`src/rtl/aoc_arith_pkg.sv`:
```
// Shared types and default widths for the worksheet-column reducer.
// Latency: n/a (declarations only).
// Backpressure: n/a (declarations only).
package aoc_arith_pkg;

   localparam int DEF_ARG_RANKS          = 4;
   localparam int DEF_ARG_DATA_WIDTH     = 14;
   localparam int DEF_PROBLEM_DATA_WIDTH = DEF_ARG_RANKS * DEF_ARG_DATA_WIDTH;
   localparam int DEF_TOTAL_WIDTH        = 64;
   localparam int COUNT_WIDTH            = 16;

   typedef logic [DEF_ARG_DATA_WIDTH-1:0]     arg_data_t;
   typedef logic [DEF_PROBLEM_DATA_WIDTH-1:0] problem_t;
   typedef logic [DEF_TOTAL_WIDTH-1:0]        total_t;

   typedef enum logic [1:0] {
      IDLE   = 2'd0,
      REDUCE = 2'd1,
      COMMIT = 2'd2
   } state_t;

endpackage

```
`src/rtl/problem_reducer_if.sv`:
```
// Column request / result bundle between arg_stores readback, the reducer and tap_encoder.
// Latency: n/a (wiring only).
// Backpressure: operand_valid/operand_ready handshake; results are a one-cycle pulse, no ready.
// Ports: master drives the column request and clear_total; slave (the reducer) drives the
// ready, the result pulse, the running total, problem count and overflow.
interface problem_reducer_if
   import aoc_arith_pkg::*;
#(
   parameter int ARG_RANKS      = DEF_ARG_RANKS,
   parameter int ARG_DATA_WIDTH = DEF_ARG_DATA_WIDTH,
   parameter int TOTAL_WIDTH    = DEF_TOTAL_WIDTH
);
   localparam int PROBLEM_DATA_WIDTH = ARG_RANKS * ARG_DATA_WIDTH;
   localparam int ARG_COUNT_WIDTH    = $clog2(ARG_RANKS + 1);

   logic                                operand_valid;
   logic                                operand_ready;
   logic                                operand_mult_add;
   logic [ARG_COUNT_WIDTH-1:0]          arg_count;
   logic [ARG_RANKS*ARG_DATA_WIDTH-1:0] rd_arg_data;
   logic                                clear_total;
   logic                                problem_valid;
   logic [PROBLEM_DATA_WIDTH-1:0]       problem_data;
   logic [TOTAL_WIDTH-1:0]              grand_total;
   logic                                grand_total_valid;
   logic [COUNT_WIDTH-1:0]              problem_count;
   logic                                overflow;

   modport master (
      output operand_valid, operand_mult_add, arg_count, rd_arg_data, clear_total,
      input  operand_ready, problem_valid, problem_data, grand_total,
             grand_total_valid, problem_count, overflow
   );

   modport slave (
      input  operand_valid, operand_mult_add, arg_count, rd_arg_data, clear_total,
      output operand_ready, problem_valid, problem_data, grand_total,
             grand_total_valid, problem_count, overflow
   );

endinterface

```
`src/rtl/problem_reducer_rank_alu.sv`:
```
// Single reduction step: partial (+ or *) one argument, truncated to the partial width.
// Latency: combinational.
// Backpressure: none; evaluated every cycle, used only while reducing.
// Ports: partial/arg/mult_add in; result (truncated) and ovf (nonzero bits dropped) out.
module rank_alu
   import aoc_arith_pkg::*;
#(
   parameter int ARG_DATA_WIDTH     = DEF_ARG_DATA_WIDTH,
   parameter int PROBLEM_DATA_WIDTH = DEF_PROBLEM_DATA_WIDTH
) (
   input  logic [PROBLEM_DATA_WIDTH-1:0] partial,
   input  logic [ARG_DATA_WIDTH-1:0]     arg,
   input  logic                          mult_add,
   output logic [PROBLEM_DATA_WIDTH-1:0] result,
   output logic                          ovf
);
   localparam int PW     = PROBLEM_DATA_WIDTH;
   localparam int PROD_W = PROBLEM_DATA_WIDTH + ARG_DATA_WIDTH;
   localparam int SUM_W  = PROBLEM_DATA_WIDTH + 1;

   logic [PROD_W-1:0] prod_full;
   logic [SUM_W-1:0]  sum_full;

   // Widen both operands first so no product or carry bit is lost before the check.
   assign prod_full = PROD_W'(partial) * PROD_W'(arg);
   assign sum_full  = SUM_W'(partial) + SUM_W'(arg);

   always_comb begin
      result = '0;
      ovf    = 1'b0;
      if (mult_add) begin
         result = prod_full[PW-1:0];
         ovf    = |prod_full[PROD_W-1:PW];
      end else begin
         result = sum_full[PW-1:0];
         ovf    = sum_full[PW];
      end
   end

endmodule

```
`src/rtl/problem_reducer.sv`:
```
// Reduces one column of up to ARG_RANKS args by sum/product and accumulates into a grand total.
// Latency: accept to problem_valid = max(n,1)+1 cycles, n = min(arg_count, ARG_RANKS).
// Backpressure: operand_ready is high only in IDLE (pure state decode, no valid->ready path).
// Ports: clk, test_logic_reset (sync, active-high), bus (slave side of problem_reducer_if).
module problem_reducer
   import aoc_arith_pkg::*;
#(
   parameter int ARG_RANKS          = DEF_ARG_RANKS,
   parameter int ARG_DATA_WIDTH     = DEF_ARG_DATA_WIDTH,
   parameter int PROBLEM_DATA_WIDTH = ARG_RANKS * ARG_DATA_WIDTH,
   parameter int TOTAL_WIDTH        = DEF_TOTAL_WIDTH
) (
   input  logic             clk,
   input  logic             test_logic_reset,
   problem_reducer_if.slave bus
);
   localparam int AW = ARG_DATA_WIDTH;
   localparam int PW = PROBLEM_DATA_WIDTH;
   localparam int CW = $clog2(ARG_RANKS + 1);
   // Accumulator width covers the wider of partial and total plus one carry bit.
   localparam int SW = ((PW > TOTAL_WIDTH) ? PW : TOTAL_WIDTH) + 1;

   state_t                         state;
   logic [PW-1:0]                  partial;
   logic [CW-1:0]                  idx;
   logic [CW-1:0]                  n_q;
   logic [CW-1:0]                  n_in;
   logic                           op_q;
   logic [ARG_RANKS*AW-1:0]        args_q;
   logic [AW-1:0]                  sel_arg;
   logic [PW-1:0]                  alu_res;
   logic                           alu_ovf;

   logic                           problem_valid_q;
   logic [PW-1:0]                  problem_data_q;
   logic [TOTAL_WIDTH-1:0]         grand_total_q;
   logic [COUNT_WIDTH-1:0]         problem_count_q;
   logic                           overflow_q;

   logic [TOTAL_WIDTH-1:0]         total_base;
   logic [COUNT_WIDTH-1:0]         count_base;
   logic [SW-1:0]                  acc;
   logic                           total_carry;

   // Oversized rank counts are clamped, not rejected.
   assign n_in = (bus.arg_count > CW'(ARG_RANKS)) ? CW'(ARG_RANKS) : bus.arg_count;

   // Rank select as a compare mux so idx may be wider than the rank address.
   always_comb begin
      sel_arg = '0;
      for (int i = 0; i < ARG_RANKS; i++) begin
         if (idx == CW'(i)) begin
            sel_arg = args_q[i*AW +: AW];
         end
      end
   end

   rank_alu #(
      .ARG_DATA_WIDTH     (AW),
      .PROBLEM_DATA_WIDTH (PW)
   ) u_rank_alu (
      .partial  (partial),
      .arg      (sel_arg),
      .mult_add (op_q),
      .result   (alu_res),
      .ovf      (alu_ovf)
   );

   // A clear coinciding with COMMIT is applied before the add, so the commit lands on zero.
   assign total_base  = bus.clear_total ? '0 : grand_total_q;
   assign count_base  = bus.clear_total ? '0 : problem_count_q;
   assign acc         = SW'(total_base) + SW'(partial);
   assign total_carry = |acc[SW-1:TOTAL_WIDTH];

   always_ff @(posedge clk) begin
      if (test_logic_reset) begin
         state           <= IDLE;
         partial         <= '0;
         idx             <= '0;
         n_q             <= '0;
         op_q            <= 1'b0;
         args_q          <= '0;
         problem_valid_q <= 1'b0;
         problem_data_q  <= '0;
         grand_total_q   <= '0;
         problem_count_q <= '0;
         overflow_q      <= 1'b0;
      end else begin
         problem_valid_q <= 1'b0;

         // Later assignments in the state case take precedence over this clear.
         if (bus.clear_total) begin
            grand_total_q   <= '0;
            problem_count_q <= '0;
            overflow_q      <= 1'b0;
         end

         case (state)
            IDLE: begin
               if (bus.operand_valid) begin
                  args_q  <= bus.rd_arg_data;
                  op_q    <= bus.operand_mult_add;
                  n_q     <= n_in;
                  idx     <= CW'(1);
                  partial <= (n_in == '0) ? '0 : PW'(bus.rd_arg_data[AW-1:0]);
                  state   <= (n_in <= CW'(1)) ? COMMIT : REDUCE;
               end
            end
            REDUCE: begin
               partial <= alu_res;
               if (alu_ovf) begin
                  overflow_q <= 1'b1;
               end
               idx <= idx + CW'(1);
               if (idx == n_q - CW'(1)) begin
                  state <= COMMIT;
               end
            end
            COMMIT: begin
               problem_valid_q <= 1'b1;
               problem_data_q  <= partial;
               grand_total_q   <= acc[TOTAL_WIDTH-1:0];
               problem_count_q <= count_base + COUNT_WIDTH'(1);
               if (total_carry) begin
                  overflow_q <= 1'b1;
               end
               state <= IDLE;
            end
            default: state <= IDLE;
         endcase
      end
   end

   assign bus.operand_ready     = (state == IDLE);
   assign bus.grand_total_valid = (state == IDLE);
   assign bus.problem_valid     = problem_valid_q;
   assign bus.problem_data      = problem_data_q;
   assign bus.grand_total       = grand_total_q;
   assign bus.problem_count     = problem_count_q;
   assign bus.overflow          = overflow_q;

endmodule

```
`src/flat_wrapper.sv`:
```
// flat-port wrapper written by rule: the top's interface ports become plain ports
module problem_reducer_flat import aoc_arith_pkg::*;
#(
   parameter int ARG_RANKS          = DEF_ARG_RANKS,
   parameter int ARG_DATA_WIDTH     = DEF_ARG_DATA_WIDTH,
   parameter int PROBLEM_DATA_WIDTH = ARG_RANKS * ARG_DATA_WIDTH,
   parameter int TOTAL_WIDTH        = DEF_TOTAL_WIDTH
)
  (clk, test_logic_reset, bus_operand_valid, bus_operand_mult_add, bus_arg_count, bus_rd_arg_data, bus_clear_total, bus_operand_ready, bus_problem_valid, bus_problem_data, bus_grand_total, bus_grand_total_valid, bus_problem_count, bus_overflow);
  problem_reducer_if #(.ARG_RANKS(ARG_RANKS), .ARG_DATA_WIDTH(ARG_DATA_WIDTH), .TOTAL_WIDTH(TOTAL_WIDTH)) bus_i ();
  input  logic clk;
  input  logic test_logic_reset;
  input wire logic [$bits(bus_i.operand_valid)-1:0] bus_operand_valid;
  input wire logic [$bits(bus_i.operand_mult_add)-1:0] bus_operand_mult_add;
  input wire logic [$bits(bus_i.arg_count)-1:0] bus_arg_count;
  input wire logic [$bits(bus_i.rd_arg_data)-1:0] bus_rd_arg_data;
  input wire logic [$bits(bus_i.clear_total)-1:0] bus_clear_total;
  output wire logic [$bits(bus_i.operand_ready)-1:0] bus_operand_ready;
  output wire logic [$bits(bus_i.problem_valid)-1:0] bus_problem_valid;
  output wire logic [$bits(bus_i.problem_data)-1:0] bus_problem_data;
  output wire logic [$bits(bus_i.grand_total)-1:0] bus_grand_total;
  output wire logic [$bits(bus_i.grand_total_valid)-1:0] bus_grand_total_valid;
  output wire logic [$bits(bus_i.problem_count)-1:0] bus_problem_count;
  output wire logic [$bits(bus_i.overflow)-1:0] bus_overflow;
  assign bus_i.operand_valid = bus_operand_valid;
  assign bus_i.operand_mult_add = bus_operand_mult_add;
  assign bus_i.arg_count = bus_arg_count;
  assign bus_i.rd_arg_data = bus_rd_arg_data;
  assign bus_i.clear_total = bus_clear_total;
  assign bus_operand_ready = bus_i.operand_ready;
  assign bus_problem_valid = bus_i.problem_valid;
  assign bus_problem_data = bus_i.problem_data;
  assign bus_grand_total = bus_i.grand_total;
  assign bus_grand_total_valid = bus_i.grand_total_valid;
  assign bus_problem_count = bus_i.problem_count;
  assign bus_overflow = bus_i.overflow;
  problem_reducer #(.ARG_RANKS(ARG_RANKS), .ARG_DATA_WIDTH(ARG_DATA_WIDTH), .PROBLEM_DATA_WIDTH(PROBLEM_DATA_WIDTH), .TOTAL_WIDTH(TOTAL_WIDTH)) u_core (.clk(clk), .test_logic_reset(test_logic_reset), .bus(bus_i));
endmodule
```
`config.mk`:
```
export PLATFORM = sky130hd
export DESIGN_NAME = problem_reducer_flat
export DESIGN_NICKNAME = d
export VERILOG_FILES = /design/src/rtl/aoc_arith_pkg.sv /design/src/rtl/problem_reducer_if.sv /design/src/rtl/problem_reducer_rank_alu.sv /design/src/rtl/problem_reducer.sv /design/src/flat_wrapper.sv
export SDC_FILE = /design/constraint.sdc
export NUM_CORES = 2
export LEC_CHECK = 0
export ABC_AREA = 1
export BUFFER_PORTS_ARGS = -buffer_cell sky130_fd_sc_hd__buf_2
export CAP_MARGIN = 15
export CORE_AREA = 3 3 254 306
export DETAILED_ROUTE_END_ITERATION = 16
export DIE_AREA = 0 0 257 309
export GPL_ROUTABILITY_DRIVEN = 0
export GPL_TIMING_DRIVEN = 0
export PLACE_DENSITY = 0.77
export SLEW_MARGIN = 25
export SYNTH_ARGS = -nofsm -noshare
export SYNTH_HDL_FRONTEND = slang
export SYNTH_SLANG_ARGS = --single-unit
```
`constraint.sdc`:
```
create_clock -name clk -period 8 [get_ports clk]
set_input_delay 0.8 -clock clk [delete_from_list [all_inputs] [get_ports clk]]
set_output_delay 0.8 -clock clk [all_outputs]
set_load 0.005 [all_outputs]
```
# Word level (Yosys, flattened, before mapping)
# Cells that the tools add are included.
dict set report op_classes {
  add_sub_neg 5
  mul 1
  div_mod_pow 0
  order_cmp 2
  eq_ne 8
  n_shift 0
  mux 25
  bitwise 0
  reduce_logical 8
}
# op n
set op_table {}
lappend op_table {{64-bit 2-to-1 mux} 2}
lappend op_table {{56-bit 2-to-1 mux} 2}
lappend op_table {{56-bit one-hot mux with 2 select lines} 1}
lappend op_table {{56-bit by 14-bit multiplier with 70-bit output} 1}
lappend op_table {{14-bit 2-to-1 mux} 5}
lappend op_table {{64-bit by 56-bit adder with 65-bit output} 1}
lappend op_table {{56-bit by 14-bit adder with 57-bit output} 1}
lappend op_table {{16-bit 2-to-1 mux} 2}
lappend op_table {{16-bit by 1-bit adder with 16-bit output (second input constant)} 1}
lappend op_table {{14-bit OR reduction} 1}
lappend op_table {{3-bit by 2-bit == test with 1-bit output (second input constant)} 2}
lappend op_table {{3-bit zero test} 2}
lappend op_table {{2-bit 2-to-1 mux} 3}
lappend op_table {{3-bit 2-to-1 mux} 2}
lappend op_table {{3-bit one-hot mux with 2 select lines} 1}
lappend op_table {{2-bit AND reduction} 3}
lappend op_table {{1-bit 2-to-1 mux} 5}
lappend op_table {{2-bit one-hot mux with 2 select lines} 1}
lappend op_table {{3-bit by 1-bit adder with 3-bit output (second input constant)} 1}
lappend op_table {{3-bit by 1-bit == test with 1-bit output (second input constant)} 1}
lappend op_table {{3-bit == test} 1}
lappend op_table {{3-bit > comparator (second input constant)} 1}
lappend op_table {{3-bit by 1-bit less-or-equal comparator with 1-bit output (second input constant)} 1}
lappend op_table {{3-bit by 1-bit subtractor with 3-bit output (second input constant)} 1}
lappend op_table {{other kinds (7)} 7}
dict set report totals {
  register_bits 259
  latch_bits 0
  mem_bits_rw 0
  mem_bits_ro 0
  input_bits 64
  word_cells 60
  memories 0
}

# Depth between registers and ports, before layout
dict set report logic_depth {
  word_depth 10
  mapped_depth 47
  mapped_depth_nobuf 45
}

# Hierarchy
# Synthesis repeated with hierarchy kept, for this count alone.
dict set report hier_totals {
  cells_unflattened 6918
  hier_area_um2 45100.8
}
# mod instances cells_per_inst area_per_inst_um2 seq_area_each_um2
set modules_own_cells {}
lappend modules_own_cells {rank_alu 1 4245 29014.1 0.0}
lappend modules_own_cells {problem_reducer 1 2673 16086.7 5185.0}

# Worst setup path after synthesis
# Ideal clock, no wire load.
dict set report synth_timing {
  path_type {register -> register}
  start {register u_core.idx[1]}
  end {register u_core.overflow_q, in the netlist u_core.bus.overflow}
  setup_time_ns 0.132
  arrival_ns 6.903
  setup_slack_ns 0.965
  stages_incl_launch_ff 43
  cell_sequence {dfxtp_1 > inv_1 > ha_1 > inv_1 > nor2_1 > clkbuf_1 > nand2_1 > nand3_1 > o211ai_1 > nand2_1 > buf_2 > buf_1 > ha_1 > inv_1 > fa_1 > inv_1 > fa_1 > fa_1 > [... 7 more ...] > nor2_1 > inv_1 > nor2_1 > nor2_1 > nand2_1 > nand2_1 > nand2_1 > nand2_1 > nand2_1 > nand2_1 > nand2_1 > nand3_1 > nor2_1 > nand2_1 > nand2_1 > nand2_1 > nand3_1 > a21oi_1}
}
dict set report synth_via {
  elab_chain_len 10
  elab_cells_between_ends 14
  cone_classes {add/sub: 1; mul: 1; eq/ne: 3; mux: 7; reduce/logical: 2}
}
# item line_no
set synth_rtl {}
lappend synth_rtl {{start, declared} problem_reducer.sv:25} ;# logic [CW-1:0] idx;
lappend synth_rtl {{start signal, assigned} problem_reducer.sv:114} ;# idx <= idx + CW'(1);
lappend synth_rtl {{3-bit zero test} problem_reducer.sv:52} ;# if (idx == CW'(i)) begin
lappend synth_rtl {{14-bit 2-to-1 mux (3 in a row)} problem_reducer.sv:52}
lappend synth_rtl {{14-bit 2-to-1 mux (*)} problem_reducer.sv:52}
lappend synth_rtl {{56-bit by 14-bit multiplier with 70-bit output} problem_reducer_rank_alu.sv:25} ;# assign prod_full = PROD_W'(partial) * PROD_W'(arg);
lappend synth_rtl {{14-bit OR reduction} problem_reducer_rank_alu.sv:33} ;# ovf = |prod_full[PROD_W-1:PW];
lappend synth_rtl {{1-bit 2-to-1 mux (*)} problem_reducer_rank_alu.sv:31} ;# if (mult_add) begin
lappend synth_rtl {{1-bit 2-to-1 mux (*)} problem_reducer.sv:111} ;# if (alu_ovf) begin
lappend synth_rtl {{1-bit one-hot mux with 2 select lines (*)} problem_reducer.sv:98} ;# case (state)
lappend synth_rtl {{end signal, assigned} problem_reducer.sv:95} ;# overflow_q <= 1'b0;
lappend synth_rtl {{end signal, assigned} problem_reducer.sv:112} ;# overflow_q <= 1'b1;
lappend synth_rtl {{end signal, assigned} problem_reducer.sv:125} ;# overflow_q <= 1'b1;
lappend synth_rtl {{end, declared} problem_reducer.sv:38} ;# logic overflow_q;
# Every way passes the cells marked *; elsewhere a longest branch is shown, timed or not.
# A chain may end at the register's enable or synchronous reset.

# Worst setup path after layout
dict set report layout_timing {
  start {register u_core.idx[1]}
  end {register u_core.partial[55]}
}
dict set report layout_via {
  elab_chain_len 8
  elab_cells_between_ends 12
  cone_classes {add/sub: 1; mul: 1; eq/ne: 3; mux: 6; reduce/logical: 1}
}
# item line_no
set layout_rtl {}
lappend layout_rtl {{3-bit zero test} problem_reducer.sv:52}
lappend layout_rtl {{14-bit 2-to-1 mux (3 in a row)} problem_reducer.sv:52}
lappend layout_rtl {{14-bit 2-to-1 mux (*)} problem_reducer.sv:52}
lappend layout_rtl {{56-bit by 14-bit multiplier with 70-bit output or 56-bit by 14-bit adder with 57-bit output (tied branches)} {problem_reducer_rank_alu.sv:25, problem_reducer_rank_alu.sv:26}}
lappend layout_rtl {{56-bit 2-to-1 mux (*)} problem_reducer_rank_alu.sv:31}
lappend layout_rtl {{56-bit one-hot mux with 2 select lines (*)} problem_reducer.sv:98}
lappend layout_rtl {{end signal, assigned} problem_reducer.sv:105} ;# partial <= (n_in == '0) ? '0 : PW'(bus.rd_arg_data[AW-1:0]);
lappend layout_rtl {{end signal, assigned} problem_reducer.sv:110} ;# partial <= alu_res;
lappend layout_rtl {{end, declared} problem_reducer.sv:24} ;# logic [PW-1:0] partial;
# Marked as above.

==> impl_metrics.csv <==
group,metric,value,unit
run_status,status,"finished with violations",
run_status,violations,"setup timing",
timing,tns,-0.195,ns
cts,cts_tree,"yes",
floorplan,row_count,110,
critical_path,arrival,8.66,ns
critical_path,worst-setup-path-type,"reg2reg",
detailed_routing,antenna_left,0,
power,leakage,22.8,nW
timing,worst_pin_slew,1.19,ns
cells_and_area,final_nets,7118,
cts,cts_buffers,31,
min_path,hold_end,"u_core.args_q[22]",
critical_path,cp_data_required_time,8.56,ns
global_route,grt_pass1_vias,42005,
flow_run,drv_cap,0,
global_route,grt_first_pass_wirelength,241000,um
floorplan,die_h,309,um
cells_and_area,final_common_cell,"nand2_1",
placement,dp_hpwl,126000,um
critical_path,path_buf_inv,9,
floorplan,die_area,79400,sq um
timing,min_period,8.10,ns
power,swShare,54.7,%
cells_and_area,final-seq-area,5190,sq um
global_route,grt_max_degree,17,
synthesis,ys.flop_type,"dfxtp_1",
cells_and_area,fillers,6661,
power,ir_worst_vdd,0.000244,V
critical_path,cp-start-kind,"register",
min_path,holdCritStartpoint,"bus_rd_arg_data[22]",
cts,clock_latency,0.65,ns
synthesis,ys_seq_area_share,12.6,%
floorplan,ioPinCount,204,
cts,clkTransAtPathRegs,0.06,ns
synthesis,syn_nets,6841,
global_route,gr-usage-all-layers,40.2,%
timing,fmaxAchievable,0.123,GHz
synthesis,yosysUniqueCellTypes,62,
global_route,grt_overflow,0,
cells_and_area,multi_input_comb_area,31500,sq um
critical_path,rr_startpoint,"u_core.idx[1]",
synthesis,synth_top_area_share,31.4,%
critical_path,critical_path.top_delay_family,"adder cells",
detailed_routing,drtIter0Drc,5054,
power,p_int,4.31,mW
min_path,min_delay_path_depth,3,
power,p_comb_share,66.2,%
detailed_routing,first_pass_iters,9,
timing,fin_skew,0.0207,ns
timing,relSlewSlack,21.0,%
synthesis,ys_seq_elements,259,
timing,drv_slew,0,
synthesis,synthArstFlopShare,0,%
critical_path,cp_slowest_stage_delay,0.67,ns
floorplan,start_util,55.0,%
critical_path,regToRegSetupSlack,-0.10,ns
synthesis,synth_area_leader_cell,"fa_1",
timing,final.period_utilization,101,%
critical_path,end_kind,"register",
power,power_density,205,nW/um^2
critical_path,crit_path_max_fanout,8,
detailed_routing,wirelength,162000,um
cts,cts_buffer_depth,3,
synthesis,syn_area,41200,sq um
synthesis,yosys-top-cells-area,"fa_1 (31%), dfxtp_1 (13%), nand2_1 (13%)",
cells_and_area,area_growth,12.2,%
synthesis,synth-edff-count,0,
synthesis,synthesis.instances,5916,
synthesis,syn_avg_cell_area,6.97,sq um
cts,cts-root-buf,"clkbuf_16",
floorplan,coreArea,75000,sq um
floorplan,dieWidth,257,um
timing,hold_violations,0,
synthesis,ys_warn_count,0,
critical_path,r2r_end,"u_core.partial[55]",
detailed_routing,post_drt_wl_per_cell,22.4,um
critical_path,cp_slowest_cell,"fa_2",
min_path,hold_class,"in2reg",
placement,portBuffers,202,
cts,cts_hold_buf,0,
timing,setup_viol,2,
cells_and_area,fin_cells,7235,
power,p_sw,5.19,mW
cells_and_area,drive_above_1_share,10.6,%
power,p_seq_share,18.1,%
global_route,antenna_found_initial,12,
cells_and_area,final_cell_mix,"nand2_1 (1315), inv_1 (1167), nor2_1 (720)",
cts,clock-sinks,259,
critical_path,worst_r2r_path_depth,34,
power,clkPwrFrac,15.7,%
detailed_routing,vias_per_cell,5.89,
cts,cts_htree_levels,1,
placement,placedCellCount,7126,
detailed_routing,vias,42633,
timing,worst_slack,-0.102,ns
detailed_routing,drc_errors,0,
==> kinds of logic (layout without fill, tap and decap cells) <==
| logic type | count (synthesis) | in the layout | share of synthesized area, % |
|---|---|---|---|
| and+or+nand+nor | 2442 | 2442 | 23.6 |
| buffers and inverters | 1450 | 1750 | 13.3 |
| adders and majority gates | 861 | 861 | 37.9 |
| AOI/OAI and AO/OA | 833 | 833 | 11.1 |
| DFF | 259 | 259 | 12.6 |
| xor gates and xnor gates | 71 | 71 | 1.51 |
| other | 0 | 11 | 0 |
==> per-stage QoR <==
stage	worst slack [ns]	hold WS, ns	power [mW]	utilization (%)	instance area [sq um]
5_1_grt	-0.207	0.429	9.91	61.7	46300
3_3_place_gp	-1.82	0.435	6.79	58.0	43500
2_1_floorplan	0.965	0.430	4.93	-	41200
6_report	-0.102	0.421	9.50	61.7	46300
4_1_cts	0.00122	0.403	8.57	60.1	45100
3_5_place_dp	-1.95	0.440	6.87	58.0	43500
==> flip-flops by register name, summed over array words and instances (netlist names) <==
register and flops:
u_core.bus.problem_count 16, u_core.bus.grand_total 64, u_core.partial 56, u_core.state 2, u_core.idx 3, u_core.args_q 56
u_core.n_q 3, u_core.bus.problem_data 56, u_core.bus.overflow 1, u_core.bus.problem_valid 1, u_core.op_q 1
==> cell type report <==
class,count,area share (%)
diodes,11,0.0595
clock buffers,45,1.90
plain buffers,231,2.65
flip-flops and latches,259,11.2
inverters,1216,9.96
repair buffers,247,3.08
clock inverters,11,0.303
well taps,1008,2.72
multi-input cells,4207,68.1
==> cell usage after synthesis, types with 4 or more instances <==
cell,count
a21o_1,7
a21oi_1,344
a22oi_1,4
a31o_2,5
a31oi_1,36
and2_1,6
and3_1,6
buf_1,36
buf_2,20
clkbuf_1,176
clkinv_1,13
dfxtp_1,259
fa_1,647
ha_1,214
inv_1,1185
inv_2,17
nand2_1,1379
nand2_2,6
nand3_1,140
nand3b_1,5
nand4_1,17
nor2_1,776
nor2_2,5
nor3_1,62
nor3_2,5
nor3_4,4
nor4_1,15
o211ai_1,27
o21a_1,15
o21ai_0,309
o21ai_1,15
o21ai_2,5
o21bai_1,24
o221ai_1,4
o22ai_1,10
o311ai_0,5
or2_2,6
xnor2_1,29
xor2_1,42
==> worst reg2reg max path, delay by kind of cell (launching register included) <==
kind	cells	cell delay [ns]
buf+inv	9	1.13
compound gates	7	1.64
fa+ha+maj	9	3.80
simple gates	9	1.08
flops	1	0.37
==> power groups by stage <==
stage	Combinational (mW)	Clock (mW)	Sequential [mW]
after floorplan	3.27	0	1.66
after detailed placement	5.15	0	1.72
after global routing	6.65	1.53	1.73
after CTS	5.40	1.48	1.70
after global placement	5.07	0	1.72
final	6.29	1.49	1.72
==> worst max-delay path by stage <==
stage | from | end | depth (start not counted)
floorplan | u_core.idx[1] | u_core.bus.overflow | 42
global placement | u_core.idx[0] | u_core.bus.overflow | 40
detailed placement | u_core.idx[0] | u_core.bus.overflow | 41
CTS | u_core.idx[0] | u_core.bus.overflow | 42
global route | u_core.idx[1] | u_core.bus.overflow | 40
finish | u_core.idx[1] | u_core.partial[55] | 34
==> per-layer routing <==
layer / routed length, um / share of wire, % / global-route usage [%] / vias to the layer above
met5: 96 / 0.059 / 0 / -
met4: 17200 / 11 / 33.3 / 14
met3: 22300 / 14 / 14.3 / 1022
met2: 71700 / 44 / 63.6 / 3102
met1: 50800 / 31 / 43.4 / 19991
li1: - / - / - / 18504
==> timing repair <==
action,CTS,global route
setup endpoints to repair,48,24
endpoints found under the hold margin,0,0
buffers inserted,12,32
cloned,0,1
pin swaps,10,48
gates resized for setup,158,287
Power figures use the tool's default switching activity.
